$ cat src/rtl/step_recover.sv
// Recovers the per-sample step from a stream of accumulated values and tracks step lock.
// Optional carry-out flag on port `wrap` when STEP_WRAP_EN is defined.
module step_recover #(
  parameter int W      = 8,
  parameter int LOCK_N = 3
) (
  input  logic         ck,
  input  logic         clr,
  input  logic [W-1:0] acc_in,
  input  logic         in_valid,
  output logic         in_ready,
  output logic [W-1:0] step_out,
  output logic         step_valid,
  input  logic         step_ready,
  output logic         locked,
  output logic         mismatch
`ifdef STEP_WRAP_EN
  ,
  output logic         wrap
`endif
);

  typedef enum logic [1:0] {EMPTY, TRACK, LOCKED} state_t;

  localparam logic [3:0] LOCK_R = 4'(LOCK_N);

  state_t       state_q, state_d;
  logic [W-1:0] prev_q, last_d_q, d;
  logic [3:0]   run_q, run_d, run_inc;
  logic         lock_d, mism_d, same, accept, consume;

  assign in_ready = !step_valid || step_ready;
  assign accept   = in_valid && in_ready;
  assign consume  = step_valid && step_ready;
  assign d        = acc_in - prev_q;
  assign same     = (d == last_d_q);
  // Run saturates at LOCK_N so a long steady stream never overflows the counter.
  assign run_inc  = (run_q >= LOCK_R) ? LOCK_R : run_q + 4'd1;

  always_comb begin
    state_d = state_q;
    run_d   = run_q;
    lock_d  = locked;
    mism_d  = 1'b0;
    if (accept) begin
      case (state_q)
        EMPTY: begin
          state_d = TRACK;
          run_d   = 4'd0;
        end
        TRACK: begin
          run_d = (run_q == 4'd0 || !same) ? 4'd1 : run_inc;
          if (run_d == LOCK_R) begin
            state_d = LOCKED;
            lock_d  = 1'b1;
          end
        end
        LOCKED: begin
          if (!same) begin
            mism_d  = 1'b1;
            lock_d  = 1'b0;
            state_d = TRACK;
            run_d   = 4'd1;
          end else begin
            run_d = run_inc;
          end
        end
        default: state_d = EMPTY;
      endcase
    end
  end

  always_ff @(posedge ck) begin
    if (!clr) begin
      state_q    <= EMPTY;
      prev_q     <= '0;
      last_d_q   <= '0;
      run_q      <= '0;
      step_out   <= '0;
      step_valid <= 1'b0;
      locked     <= 1'b0;
      mismatch   <= 1'b0;
`ifdef STEP_WRAP_EN
      wrap       <= 1'b0;
`endif
    end else begin
      state_q  <= state_d;
      run_q    <= run_d;
      locked   <= lock_d;
      mismatch <= mism_d;
      if (accept) prev_q <= acc_in;
      // The first sample after EMPTY only primes prev; a new result overrides a same-cycle consume.
      if (accept && state_q != EMPTY) begin
        step_out   <= d;
        step_valid <= 1'b1;
        last_d_q   <= d;
`ifdef STEP_WRAP_EN
        wrap       <= (acc_in < prev_q);
`endif
      end else if (consume) begin
        step_valid <= 1'b0;
      end
    end
  end

endmodule

$ cat config.mk
export PLATFORM = sky130hd
export DESIGN_NAME = step_recover
export DESIGN_NICKNAME = d
export VERILOG_FILES = /design/src/rtl/step_recover.sv
export SDC_FILE = /design/constraint.sdc
export NUM_CORES = 1
export LEC_CHECK = 0
export BUFFER_PORTS_ARGS = -buffer_cell sky130_fd_sc_hd__buf_2
export CORE_MARGIN = 2
export CORE_UTILIZATION = 56
export CTS_CLUSTER_DIAMETER = 100
export DETAILED_ROUTE_END_ITERATION = 8
export PLACE_DENSITY = 0.81
export SETUP_SLACK_MARGIN = 0.3
export SLEW_MARGIN = 10
export SYNTH_ARGS = -nofsm -noshare
export SYNTH_HDL_FRONTEND = slang
export SYNTH_SLANG_ARGS = --single-unit
export TNS_END_PERCENT = 50
$ cat constraint.sdc
create_clock -name ck -period 3.5 [get_ports ck]
set_input_delay 0.175 -clock ck [delete_from_list [all_inputs] [get_ports ck]]
set_output_delay 0.175 -clock ck [all_outputs]
set_load 0.02 [all_outputs]
# Word-level counts from Yosys, hierarchy flattened
# Index checks and enable logic that the tools add are counted.
# word_totals
reg_bits,25
latchBits,0
ramBits,0
romBits,0
inputBits,12
output_inout_bits,12
elab_cells,46
mem_count,0
# classes
n_addsub,2
multipliers,0
n_div,0
magnitude_cmp,1
n_eq_ne,6
shift,0
n_mux,13
bitwise,0
reduce_logical,17
# op_table
operator,n
$mux 4,3
$pmux 4 s3,1
$eq 8x8->1,1
$sub 8x8->8,1
$pmux 2 s3,1
$reduce_and 3->1,2
$reduce_bool 2->1,3
$mux 1,5
$add 4x1->4 const B,1
$eq 4x2->1 const B,1
$ge 4x2->1 const B,1
$logic_not 4->1,1
$mux 2,2
$ne 2x2->1 const B,2
$reduce_and 4->1,1
$logic_and 1x1->1,3
$reduce_bool 3->1,1
$eq 2x1->1 const B,1
$eq 2x2->1 const B,1
$logic_not 1->1,2
$logic_not 2->1,1
$logic_or 1x1->1,2
$pmux 1 s2,1
$reduce_and 2->1,1

# Logic depth before layout (Yosys ltp)
# logic_depth
depth_word,8
mapped_depth,11
mapped_depth_nobuf,11

# Worst setup path before layout
# No wires, ideal clock.
# synth_path
kind,register to register
from,register prev_q[0]
to,register state_q[1]
setup_ps,86
arrival_time_ps,2400
required_time_ps,3414
path_slack_ps,1014
path_stages_with_launch,11
n_path_buf,0
period_less_slack_ps,2486
cell_sequence,dfxtp_1 > ha_1 > inv_1 > fa_1 > xor2_1 > xor2_1 > nor4b_1 > nand4_1 > nor4b_4 > a21oi_2 > a221oi_2
# synth_via
elab_chain_len,8
word_cells_on_any_way,9
classes_between,add/sub (1); eq/ne (4); mux (1); reduce/logical (3)
# synth_lines
item,line,text
from (decl),28,"logic [W-1:0] prev_q, last_d_q, d;"
from (signal assigned),91,if (accept) prev_q <= acc_in;
$sub 8x8->8 *,35,assign d = acc_in - prev_q;
$eq 8x8->1 *,36,assign same = (d == last_d_q);
$logic_not 1->1,--,
$logic_or 1x1->1,52,run_d = (run_q == 4'd0 || !same) ? 4'd1 : run_inc;
$mux 4,52,
$eq 4x2->1,53,if (run_d == LOCK_R) begin
$ne 2x2->1 (no source line),--,
$reduce_and 3->1 (no source line) *,--,
to (signal assigned),87,state_q <= state_d;
to (decl),27,"state_t state_q, state_d;"
# Every way passes the cells marked *; elsewhere a longest branch is shown, timed or not.
# A chain may end at the register's enable or synchronous reset.

# Final worst setup path
# Ends and elaborated chain as after synthesis.

==> results by group <==
Worst hold path
  – Hold Crit Depth: 3
  – Hold path endpoint: prev_q[0]
  – Worst Hold Class: in -> reg
  – Critical hold path startpoint: acc_in[0]

Logic synthesis
  – Yosys top cell area share: 0.299
  – Cell with the most instances after synthesis: nand2_1
  – Async set-or-reset flop fraction in the synthesized netlist: 0
  – Avg Inst Size Synth: 8.22 sq um
  – Syn. warnings: 0
  – Sequential share of the synthesized area: 0.299
  – Cell area after synthesis: 1680 sq um
  – Ys flop type: dfxtp_1
  – Synth top cells by count: nand2_1, dfxtp_1, a21oi_1
  – Unique cell type count in the Yosys netlist: 46
  – Synth Register Bits: 25
  – Largest area contributor in the netlist: dfxtp_1
  – Leading post-synthesis cells by cell area: dfxtp_1, ha_1, nand2_1
  – Post-Syn Nets: ~230
  – Mapped Cells: 204
  – Post-synth EDFFs: 0

Clock tree
  – Root Buffer: clkbuf_4
  – TritonCTS buffer count: 3
  – Post-CTS Setup Bufs: 0
  – Post-CTS Resized: 0
  – Hold Buf Count CTS: 0
  – Htree depth: 1
  – Clk buf depth: 2
  – CTS tree: built
  – Clk sinks: 25
  – Skew-Pair Late Insertion Delay: 0.33 ns
  – Clock Pin Slew Worst Setup and Hold Paths: approximately 0.14 ns

Global route
  – Grt total ovfl: 0
  – Largest net degree at the start of global routing: 23
  – Vias in the first global route: 1267
  – First-pass GRT wire length: roughly 5.7 mm
  – Initial antenna violation count: 0
  – Tot GR Track Use: 0.215

Critical path
  – WS Path Type: reg -> reg
  – Worst Reg2Reg Path Length in Cells: 10
  – CP Max Fanout: 7
  – Type of origin of the critical path: flop
  – Reg2reg end: state_q[1]
  – Critical Path RT: approximately 3.8 ns
  – Worst EP arrival: roughly 3.0 ns
  – Crit. End Element: flop
  – R2R setup slack: 0.76 ns
  – Crit Reg-Reg Startpoint: prev_q[0]

Floorplan
  – Boundary pin count: 24
  – Initial core utilization: 0.598
  – Core ar.: 2810 sq um
  – Die Wd: 58.7 um
  – Cell row count: 19
  – Die Ht: 58.7 um
  – Die ar.: 3450 sq um

Routing
  – DRC Markers: 1
  – Routed WL per cell: 13.2 um
  – Vias post-DR: 1439
  – Initial DRC count: 47
  – TritonRoute pass-1 iters: 6
  – Post-route ant nets: 0
  – Routed wire length: 3.33 mm
  – DR vias/cell: 5.69

STA
  – Final min period: 2.74 ns
  – Period utilization: 0.782
  – Final hold violations: 0
  – Worst setup margin: 0.764 ns
  – Slew @ Worst Pin: 0.685 ns
  – RSZ-0062 raised after global routing: false
  – Slew Limit Fails: 0
  – Achievable clock frequency: 365 MHz
  – Endpoints failing setup: 0
  – Worst-case clock skew: 0.00673 ns
  – Worst slew margin: 0.543
  – Total negative setup slack: 0 ns
  – Worst Hold Margin: 0.0763 ns

Finish
  – Proportion of layout cells with a drive suffix above 1: 0.153
  – Nets: between 200 and 300
  – P&R area growth vs syn: 6.42%
  – Antenna cells: 0
  – Final Cell Area: 1780 sq um

Place
  – DP Area: 1760 sq um
  – PortBufs: 23
  – Post-DP HPWL: 2.45 mm
  – Routability cong.: 0.922
  – Pre-CTS WS: just under 0.8 ns

Pwr
  – Cell internal pwr: 0.000420 W
  – Clock network fraction of total power: 0.213
  – Logic gate share of total power: 0.297
  – Leakage Power: 0.746 nW
  – Sequential power share: 0.490
  – Pwr dens: 355 nW/um^2
  – Net Sw Frac: 0.337
  – Psw: approximately 0.00021 W
  – Worst vdd ir: 0.198 mV

Run
  – MaxCap Viol Count: 0

Outcome
  – Violated checks: DRC
  – Status: finished with violations
power groups by stage:
stage	combinational (W)	clock (W)	sequential, W
detailed placement	0.000187	0	0.000316
CTS	0.000188	0.000139	0.000310
floorplan	0.000148	0	0.000323
global placement	0.000186	0	0.000316
finish	0.000188	0.000135	0.000310
global route	0.000211	0.000149	0.000312
sequential cells by signal (all words and copies together), names as in the netlist:
register,flops
step_valid,1
last_d_q,8
run_q,4
mismatch,1
prev_q,8
locked,1
state_q,2
cell usage in the layout, fill, tap and decap left out, types with 5 or more instances in the layout:
cell type and count:
nand2_1 31, dfxtp_1 25, buf_2 23, a21oi_1 19
inv_1 17, ha_1 14, nor2_1 13, nor3_1 9
xnor2_1 7, xor2_1 6, nand2b_1 5, nand3_1 5
metal layers:
metal / track usage / up-vias / part of all wire
met2: 0.321 / 36 / 0.43
met5: 0 / - / 0
li1: - / 747 / -
met1: 0.313 / 649 / 0.52
met4: 0.0942 / 0 / 0.020
met3: 0.0264 / 7 / 0.035
metrics by stage:
step	total power, W	utilization	std cells
global placement	0.000502	0.627	249
floorplan	0.000471	-	204
finish	0.000634	0.636	253
CTS	0.000638	0.636	253
detailed placement	0.000503	0.627	249
global route	0.000672	0.636	253
cell type report:
type | instances | area (sq um)
multi-input cells | 153 | 1040
inverters | 17 | 63.8
clock buffers | 4 | 26.3
well taps | 31 | 38.8
flip-flops and latches | 25 | 500
repair buffers | 23 | 115
fillers | 270 | 1020
logic make-up after synthesis:
group,count (synthesis),synth area share
AOI/OAI and AO/OA,44,0.184
xor gates and xnor gates,14,0.0776
adders and majority gates,15,0.116
buffers and inverters,26,0.0813
DFF,25,0.299
and+or+nand+nor,80,0.243
critical path: stages, from the launching register on:
cell,delay (ns)
dfxtp_1,0.38
ha_1,0.14
inv_1,0.05
fa_1,0.39
xor2_1,0.20
xor2_1,0.15
nor4b_1,0.29
nand4_1,0.21
nor4b_4,0.46
a21oi_2,0.13
a221oi_2,0.26
worst max path at each step:
stage / start / end / slack [ns] / depth (start not counted)
2_1_floorplan: prev_q[0] / state_q[1] / 1.01 / 10
3_3_place_gp: acc_in[0] / state_q[1] / 0.84 / 12
3_5_place_dp: acc_in[0] / state_q[1] / 0.77 / 12
4_1_cts: prev_q[0] / state_q[1] / 0.75 / 10
5_1_grt: prev_q[0] / state_q[1] / 0.48 / 10
6_report: prev_q[0] / state_q[1] / 0.76 / 10
No activity file was read; power rests on OpenSTA's default activity.
